$ cat config.mk
export PLATFORM = sky130hd
export DESIGN_NAME = m3_ramp_sequencer_flat
export DESIGN_NICKNAME = d
export VERILOG_FILES = /design/src/rtl/m3_ramp_sequencer_pkg.sv /design/src/rtl/m3_ramp_sequencer_if.sv /design/src/rtl/m3_ramp_sequencer_round_timer.sv /design/src/rtl/m3_ramp_sequencer.sv /design/src/flat_wrapper.sv
export SDC_FILE = /design/constraint.sdc
export NUM_CORES = 1
export LEC_CHECK = 0
export BUFFER_PORTS_ARGS = -buffer_cell sky130_fd_sc_hd__buf_2
export CAP_MARGIN = 20
export CORE_AREA = 10 10 147 149
export CTS_CLUSTER_SIZE = 14
export DETAILED_ROUTE_END_ITERATION = 8
export DIE_AREA = 0 0 157 159
export GPL_ROUTABILITY_DRIVEN = 0
export PLACE_DENSITY_LB_ADDON = 0.3
export SLEW_MARGIN = 20
export SYNTH_ARGS = -nofsm -noshare
export SYNTH_HDL_FRONTEND = slang
export SYNTH_SLANG_ARGS = --single-unit
$ cat constraint.sdc
create_clock -name clkI -period 2.9 [get_ports clkI]
set_input_delay 0.29 -clock clkI [delete_from_list [all_inputs] [get_ports clkI]]
set_output_delay 0.29 -clock clkI [all_outputs]
set_load 0.05 [all_outputs]
$ cat src/rtl/m3_ramp_sequencer_pkg.sv
// Shared types, default timing constants and the length clamp helper for the
// 3-phase motor ramp sequencer.
package m3_pkg;

    typedef enum logic [2:0] {
        ST_IDLE  = 3'd0,
        ST_ACCEL = 3'd1,
        ST_RUN   = 3'd2,
        ST_SLOW  = 3'd3,
        ST_DECEL = 3'd4,
        ST_DWELL = 3'd5
    } state_t;

    // Silicon defaults; simulation builds override with 300 / 40 / 16.
    localparam int unsigned PERIOD_MAX_DEF = 4000000;
    localparam int unsigned PERIOD_MIN_DEF = 40;
    localparam int unsigned DWELL_CYC_DEF  = 1000;

    // Clamp a round length into [lo, hi].
    function automatic logic [31:0] clamp_len(input logic [31:0] v,
                                              input logic [31:0] lo,
                                              input logic [31:0] hi);
        logic [31:0] r;
        r = v;
        if (v < lo) begin
            r = lo;
        end else if (v > hi) begin
            r = hi;
        end
        return r;
    endfunction

endpackage

$ cat src/rtl/m3_ramp_sequencer_if.sv
// Control/status bundle between the motor host logic and the ramp sequencer.
interface m3_ramp_sequencer_if;

    logic        startI;
    logic        stopI;
    logic        forceStopI;
    logic        invRotateReqI;
    logic [31:0] targetLenI;
    logic [31:0] dstRoundLenI;
    logic        workingO;
    logic        speedIncO;
    logic        speedDecO;
    logic        nextRound_1O;
    logic        invRotateO;
    logic        atSpeedO;
    logic [2:0]  stateO;

    modport slave (
        input  startI, stopI, forceStopI, invRotateReqI, targetLenI, dstRoundLenI,
        output workingO, speedIncO, speedDecO, nextRound_1O, invRotateO, atSpeedO, stateO
    );

    modport master (
        output startI, stopI, forceStopI, invRotateReqI, targetLenI, dstRoundLenI,
        input  workingO, speedIncO, speedDecO, nextRound_1O, invRotateO, atSpeedO, stateO
    );

endinterface

$ cat src/rtl/m3_ramp_sequencer_round_timer.sv
// Round timer: counts clocks while enabled and emits a one-cycle registered
// strobe when the count reaches len-1, then restarts at zero.
module m3_round_timer (
    input  logic        clkI,
    input  logic        rstI,
    input  logic        enI,
    input  logic [31:0] lenI,
    output logic        strobeO
);

    logic [31:0] cnt_q, cnt_d;
    logic        strobe_q, strobe_d;
    logic        round_end;

    // A length shrinking below the current count ends the round on the next clock.
    assign round_end = (lenI == 32'd0) || (cnt_q >= (lenI - 32'd1));

    // Next count and strobe.
    always_comb begin
        cnt_d    = cnt_q + 32'd1;
        strobe_d = 1'b0;
        if (!enI) begin
            cnt_d = 32'd0;
        end else if (round_end) begin
            cnt_d    = 32'd0;
            strobe_d = 1'b1;
        end
    end

    // Counter and strobe registers.
    always_ff @(posedge clkI or posedge rstI) begin
        if (rstI) begin
            cnt_q    <= 32'd0;
            strobe_q <= 1'b0;
        end else begin
            cnt_q    <= cnt_d;
            strobe_q <= strobe_d;
        end
    end

    assign strobeO = strobe_q;

endmodule

$ cat src/rtl/m3_ramp_sequencer.sv
// Start/stop/reverse sequencer for the 3-phase motor speed path.
//
// state    | meaning
// ---------+-----------------------------------------------------------
// IDLE     | motor off; direction may be flipped directly
// ACCEL    | requesting shorter rounds until at or below target
// RUN      | holding at target length
// SLOW     | requesting longer rounds until at or above target
// DECEL    | controlled stop, lengthening rounds up to PERIOD_MAX
// DWELL    | speed calc disabled for DWELL_CYC clocks before reversing
module m3_ramp_sequencer
    import m3_pkg::*;
#(
    parameter int unsigned PERIOD_MAX = PERIOD_MAX_DEF,
    parameter int unsigned PERIOD_MIN = PERIOD_MIN_DEF,
    parameter int unsigned DWELL_CYC  = DWELL_CYC_DEF
) (
    input  logic               clkI,
    input  logic               rstI,
    m3_ramp_sequencer_if.slave bus
);

    localparam logic [31:0] P_MAX    = 32'(PERIOD_MAX);
    localparam logic [31:0] P_MIN    = 32'(PERIOD_MIN);
    localparam logic [31:0] DWELL_LD = 32'(DWELL_CYC - 1);

    state_t      state_q, state_d;
    logic        rev_pend_q, rev_pend_d;
    logic        inv_rotate_q, inv_rotate_d;
    logic [31:0] dwell_cnt_q, dwell_cnt_d;
    logic        working_q, working_d;
    logic        speed_inc_q, speed_inc_d;
    logic        speed_dec_q, speed_dec_d;
    logic        at_speed_q, at_speed_d;

    logic [31:0] tgt;
    logic [31:0] dst;
    logic [31:0] round_len;
    logic [32:0] slow_thresh;
    logic        slow_req;
    logic        timer_en;
    logic        next_round;

    assign dst       = bus.dstRoundLenI;
    assign tgt       = clamp_len(bus.targetLenI, P_MIN, P_MAX);
    assign round_len = clamp_len(dst, P_MIN, 32'hFFFF_FFFF);

    // Hysteresis band of 1/16 above the current length; kept 33-bit so a
    // large length cannot wrap into a false SLOW request.
    assign slow_thresh = {1'b0, dst} + {5'b0_0000, dst[31:4]};
    assign slow_req    = ({1'b0, tgt} >= slow_thresh);

    // Next state, direction, pending-reverse flag and dwell counter.
    always_comb begin
        state_d      = state_q;
        rev_pend_d   = rev_pend_q;
        inv_rotate_d = inv_rotate_q;
        dwell_cnt_d  = dwell_cnt_q;
        if (bus.forceStopI) begin
            state_d    = ST_IDLE;
            rev_pend_d = 1'b0;
        end else begin
            case (state_q)
                ST_IDLE: begin
                    if (!bus.stopI) begin
                        if (bus.invRotateReqI) begin
                            inv_rotate_d = ~inv_rotate_q;
                        end else if (bus.startI) begin
                            state_d = ST_ACCEL;
                        end
                    end
                end
                ST_ACCEL, ST_RUN, ST_SLOW: begin
                    if (bus.stopI) begin
                        state_d    = ST_DECEL;
                        rev_pend_d = 1'b0;
                    end else if (bus.invRotateReqI) begin
                        state_d    = ST_DECEL;
                        rev_pend_d = 1'b1;
                    end else begin
                        case (state_q)
                            ST_ACCEL: if (dst <= tgt) state_d = ST_RUN;
                            ST_RUN: begin
                                if (dst > tgt) begin
                                    state_d = ST_ACCEL;
                                end else if (slow_req) begin
                                    state_d = ST_SLOW;
                                end
                            end
                            default: if (dst >= tgt) state_d = ST_RUN;
                        endcase
                    end
                end
                ST_DECEL: begin
                    // A plain stop arriving mid-decel cancels a pending reverse.
                    if (bus.stopI) begin
                        rev_pend_d = 1'b0;
                    end
                    if (dst >= P_MAX) begin
                        if (rev_pend_d) begin
                            state_d      = ST_DWELL;
                            inv_rotate_d = ~inv_rotate_q;
                            rev_pend_d   = 1'b0;
                            dwell_cnt_d  = DWELL_LD;
                        end else begin
                            state_d = ST_IDLE;
                        end
                    end
                end
                ST_DWELL: begin
                    if (bus.stopI) begin
                        state_d = ST_IDLE;
                    end else if (dwell_cnt_q == 32'd0) begin
                        state_d = ST_ACCEL;
                    end else begin
                        dwell_cnt_d = dwell_cnt_q - 32'd1;
                    end
                end
                default: begin
                    state_d    = ST_IDLE;
                    rev_pend_d = 1'b0;
                end
            endcase
        end
    end

    // Moore outputs decoded from the next state so they register alongside it.
    always_comb begin
        working_d   = 1'b0;
        speed_inc_d = 1'b0;
        speed_dec_d = 1'b0;
        at_speed_d  = 1'b0;
        case (state_d)
            ST_ACCEL: begin
                working_d   = 1'b1;
                speed_inc_d = 1'b1;
            end
            ST_RUN: begin
                working_d  = 1'b1;
                at_speed_d = 1'b1;
            end
            ST_SLOW, ST_DECEL: begin
                working_d   = 1'b1;
                speed_dec_d = 1'b1;
            end
            default: ;
        endcase
    end

    // State, flags and output registers.
    always_ff @(posedge clkI or posedge rstI) begin
        if (rstI) begin
            state_q      <= ST_IDLE;
            rev_pend_q   <= 1'b0;
            inv_rotate_q <= 1'b0;
            dwell_cnt_q  <= 32'd0;
            working_q    <= 1'b0;
            speed_inc_q  <= 1'b0;
            speed_dec_q  <= 1'b0;
            at_speed_q   <= 1'b0;
        end else begin
            state_q      <= state_d;
            rev_pend_q   <= rev_pend_d;
            inv_rotate_q <= inv_rotate_d;
            dwell_cnt_q  <= dwell_cnt_d;
            working_q    <= working_d;
            speed_inc_q  <= speed_inc_d;
            speed_dec_q  <= speed_dec_d;
            at_speed_q   <= at_speed_d;
        end
    end

    // Force stop clears the round timer on the same edge it leaves the state.
    assign timer_en = working_q & ~bus.forceStopI;

    m3_round_timer u_round_timer (
        .clkI    (clkI),
        .rstI    (rstI),
        .enI     (timer_en),
        .lenI    (round_len),
        .strobeO (next_round)
    );

    assign bus.workingO     = working_q;
    assign bus.speedIncO    = speed_inc_q;
    assign bus.speedDecO    = speed_dec_q;
    assign bus.atSpeedO     = at_speed_q;
    assign bus.invRotateO   = inv_rotate_q;
    assign bus.nextRound_1O = next_round;
    assign bus.stateO       = state_q;

endmodule

$ cat src/flat_wrapper.sv
// flat-port wrapper written by rule: the top's interface ports become plain ports
module m3_ramp_sequencer_flat import m3_pkg::*;
#(
    parameter int unsigned PERIOD_MAX = PERIOD_MAX_DEF,
    parameter int unsigned PERIOD_MIN = PERIOD_MIN_DEF,
    parameter int unsigned DWELL_CYC  = DWELL_CYC_DEF
)
  (clkI, rstI, bus_startI, bus_stopI, bus_forceStopI, bus_invRotateReqI, bus_targetLenI, bus_dstRoundLenI, bus_workingO, bus_speedIncO, bus_speedDecO, bus_nextRound_1O, bus_invRotateO, bus_atSpeedO, bus_stateO);
  m3_ramp_sequencer_if bus_i ();
  input  logic clkI;
  input  logic rstI;
  input wire logic [$bits(bus_i.startI)-1:0] bus_startI;
  input wire logic [$bits(bus_i.stopI)-1:0] bus_stopI;
  input wire logic [$bits(bus_i.forceStopI)-1:0] bus_forceStopI;
  input wire logic [$bits(bus_i.invRotateReqI)-1:0] bus_invRotateReqI;
  input wire logic [$bits(bus_i.targetLenI)-1:0] bus_targetLenI;
  input wire logic [$bits(bus_i.dstRoundLenI)-1:0] bus_dstRoundLenI;
  output wire logic [$bits(bus_i.workingO)-1:0] bus_workingO;
  output wire logic [$bits(bus_i.speedIncO)-1:0] bus_speedIncO;
  output wire logic [$bits(bus_i.speedDecO)-1:0] bus_speedDecO;
  output wire logic [$bits(bus_i.nextRound_1O)-1:0] bus_nextRound_1O;
  output wire logic [$bits(bus_i.invRotateO)-1:0] bus_invRotateO;
  output wire logic [$bits(bus_i.atSpeedO)-1:0] bus_atSpeedO;
  output wire logic [$bits(bus_i.stateO)-1:0] bus_stateO;
  assign bus_i.startI = bus_startI;
  assign bus_i.stopI = bus_stopI;
  assign bus_i.forceStopI = bus_forceStopI;
  assign bus_i.invRotateReqI = bus_invRotateReqI;
  assign bus_i.targetLenI = bus_targetLenI;
  assign bus_i.dstRoundLenI = bus_dstRoundLenI;
  assign bus_workingO = bus_i.workingO;
  assign bus_speedIncO = bus_i.speedIncO;
  assign bus_speedDecO = bus_i.speedDecO;
  assign bus_nextRound_1O = bus_i.nextRound_1O;
  assign bus_invRotateO = bus_i.invRotateO;
  assign bus_atSpeedO = bus_i.atSpeedO;
  assign bus_stateO = bus_i.stateO;
  m3_ramp_sequencer #(.PERIOD_MAX(PERIOD_MAX), .PERIOD_MIN(PERIOD_MIN), .DWELL_CYC(DWELL_CYC)) u_core (.clkI(clkI), .rstI(rstI), .bus(bus_i));
endmodule
==> key figures <==
Outcome
  – Run status: complete, but fails checks
  – Failing checks: setup timing

Worst setup path
  – CP arrival: 4.68 ns
  – CP required: 3.17 ns
  – Startpoint types: input pin
  – FF-to-FF path depth: 13
  – Worst setup path startpoint: bus_dstRoundLenI[17]
  – Worst reg-to-reg setup slack: -0.04 ns
  – FF-to-FF End: u_core.u_round_timer.cnt_q[22]
  – Setup CP Type: input pin to register
  – Crit-path max FO: 8
  – RR Startpoint: u_core.u_round_timer.cnt_q[17]
  – Setup crit end kind: register

Die
  – Initial core utilization: 0.446
  – IO Pins: 79
  – Die Ht: 159 µm
  – Row count: 50
  – Full die area: 25000 µm²
  – Die Span X: 157 µm
  – Core area: 18600 µm²

Power and ir drop
  – Flop pwr share: 0.296
  – Sw frac: 0.326
  – Internal Dissipation: 2.50 mW
  – Clk pwr share: 0.322
  – P_sw: 1.21 mW
  – Lkg Pwr: 5.85 nW
  – P per Cell Area: 305 nW/µm²
  – IR drop worst, VDD: 0.000294 V
  – Combinational group share of total power: 0.382
  – Power Total: 3.71 mW

Finish
  – Area growth from synthesis to layout: 46.7%
  – Design Area, Final: 12200 µm²
  – Ratio of cells with drive above 1 in the final layout: 0.362
  – Final net count: 1559
  – Layout Cells excl Fill: 1602
  – FILL cells: 1470

Yosys
  – Synth async-reset ratio: 1.00
  – Synth unique cells: 70
  – Xor/xnor cell area share of the yosys netlist: 0.122
  – Post-synthesis simple-gate area fraction: 0.264
  – Flops & latches, synth: 74
  – Post-synth EDFFs: 0
  – Largest family of logic cells by synthesized area: simple AND/OR/NAND/NOR gates
  – Synthesized-area fraction occupied by adder cells: 0.194
  – Yosys warnings: 0
  – Post-Syn Area per Cell: 8.19 µm²
  – Top cells by count, synth: nor2_1 (133), ha_1 (127), nand2_1 (84)
  – Synth Flop Type: dfrtp_1
  – Post-Syn Instances: 1012
  – Post-synth top area share: 0.224
  – Post-synthesis mux area share: 0.00242
  – Synth top area cells: dfrtp_1 (22%), ha_1 (19%), xor2_1 (6.6%)
  – Synth area leader: dfrtp_1
  – Mapped Area: 8280 µm²
  – Most common cell in the netlist: nor2_1
  – Post-synthesis compound-gate area fraction: 0.163
  – Sequential share of the synthesized area: 0.224

Clock network
  – CTS sink count: 74
  – Clk Latency, worst-skew pair: 0.34 ns
  – H-tree depth: 3
  – Clock root buffer: clkbuf_16
  – Worst-path clk slew: 0.06 ns
  – CTS tree: done
  – CTS buffer count: 9
  – Max clock buf depth: 2

Min path
  – Worst min-delay path startpoint: bus_forceStopI
  – Hold path endpoint: u_core.rev_pend_q
  – HP Class: input pin to register
  – Min-Delay Path Depth: 2

Place
  – DP Cell Count: 1538
  – DP Area: 10800 µm²
  – # port buffers: 78
  – DP Wirelength: 19600 µm

Timing
  – Slew headroom: 0.651
  – Worst clock skew: 0.0113 ns
  – Max-slew violations: 0
  – Worst-margin pin slew: 0.517 ns
  – Fin. Hold Viols: 0
  – Worst setup margin: -1.52 ns
  – Setup violators final: 39
  – RSZ-0062 raised after global routing: true
  – Fin crit period: 4.42 ns
  – Hold_ws: 0.202 ns
  – Max Freq: 226 MHz
  – Period Utilization, post-route: 1.52

Routing
  – Final ANT Viol Nets: 0
  – DRC Markers: 0
  – Drt initial violations: 456
  – WL final: 25900 µm
  – Vias per cell: 5.43
  – WL/cell: 16.2 µm
  – Via count: 8695
  – Drt pass-1 iters: 5

Global routing
  – First-pass GRT wire length: 41700 µm
  – Total track usage: 0.200
  – Total congestion overflow: 0
  – Initial antenna violation count: 2
  – Maximum number of pins on one net before global-route repair: 32
  – Number of global-route vias before repair: 8738

Flow run
  – Max-cap violations: 0
==> placed cells by master, fill, tap and decap left out, drive strengths merged, types with 47 or more instances in the layout <==
master  instances
a21oi          50
buf           336
dfrtp          74
ha            127
inv            47
nand2          84
nor2          133
xnor2          53
xor2           62
==> per-layer routing <==
layer | track usage | share of wire | wire length, µm | vias up
met5 | 0 | 0 | 0 | -
met4 | 0.0678 | 0.027 | 702 | 0
met3 | 0.0229 | 0.036 | 925 | 47
met2 | 0.352 | 0.50 | 13000 | 172
met1 | 0.245 | 0.44 | 11300 | 4118
li1 | - | - | - | 4358
==> flip-flops by register name, indices dropped and copies added (netlist names) <==
name / cells
u_core.rev_pend_q: 1
u_core.bus.speedDecO: 1
u_core.bus.speedIncO: 1
u_core.bus.invRotateO: 1
u_core.bus.workingO: 1
u_core.bus.atSpeedO: 1
u_core.u_round_timer.strobeO: 1
u_core.dwell_cnt_q: 32
u_core.u_round_timer.cnt_q: 32
u_core.bus.stateO: 3
==> how the worst max path moves through the flow <==
stage	endpoint	slack (ns)	cells after the start
5_1_grt	u_core.bus.workingO	-1.78	25
3_5_place_dp	u_core.bus.workingO	-1.99	23
4_1_cts	u_core.bus.workingO	-1.47	23
2_1_floorplan	u_core.bus.workingO	-1.36	22
3_3_place_gp	u_core.bus.workingO	-1.88	23
6_report	u_core.u_round_timer.cnt_q[22]	-1.52	28
==> cells by family after synthesis <==
group | count (synthesis)
adder cells (fa/ha/maj) | 128
flip-flops | 74
XOR/XNOR | 115
other | 2
multiplexers | 2
AND/OR/NAND/NOR | 431
AO/OA/AOI/OAI | 196
buffers and inverters | 64
==> power groups by stage <==
stage               clock network, mW  registers (mW)  logic [mW]
global placement                    0            1.11        1.24
global route                     1.25            1.10        1.56
detailed placement                  0            1.11        1.26
floorplan                           0            1.16       0.684
CTS                              1.22            1.09        1.36
finish                           1.19            1.10        1.42
==> worst max-delay path, cell delays in order <==
cell and delay, ns:
buf_8 0.10, nor4_4 0.33, nand2b_1 0.13, nor2_2 0.14
nand4_1 0.20, nand2_1 0.18, buf_4 0.12, buf_4 0.09
buf_4 0.09, buf_4 0.10, buf_4 0.09, buf_4 0.09
buf_4 0.09, buf_4 0.09, buf_4 0.11, ha_4 0.19
ha_1 0.29, a21o_1 0.16, a21o_1 0.17, a21o_1 0.15
a21o_1 0.16, a21oi_2 0.13, o21ai_2 0.09, a221oi_2 0.30
o211ai_1 0.28, buf_4 0.22, clkbuf_16 0.18, nor2_4 0.10
==> per-stage QoR <==
stage                     setup slack [ns]   util  setup TNS (ns)
final                                -1.52  0.654          -53.92
after global routing                 -1.78  0.654          -63.09
after CTS                            -1.47  0.636          -47.52
after detailed placement             -1.99  0.583          -66.76
after global placement               -1.88  0.583          -63.11
after floorplan                      -1.36      -          -47.03
==> final cells by class <==
class                      count  area [µm²]  area share
multi-input combinational    892        7030       0.578
timing repair buffer         339        2490       0.205
sequential                    74        1850       0.152
tap                          234         293      0.0241
clock buffer                  10         229      0.0188
inverter                      45         169      0.0139
clock inverter                 6        87.6     0.00721
antenna                        2        5.00    0.000412
==> timing repair <==
action	in CTS	in global routing
endpoints found under the setup margin	39	57
gates cloned	3	0
resized for setup	91	61
setup buffers	31	16
hold buffers	1	0
endpoints found under the hold margin	19	0
pin swaps	43	42
Note: power is estimated with default switching activity, not from simulation.
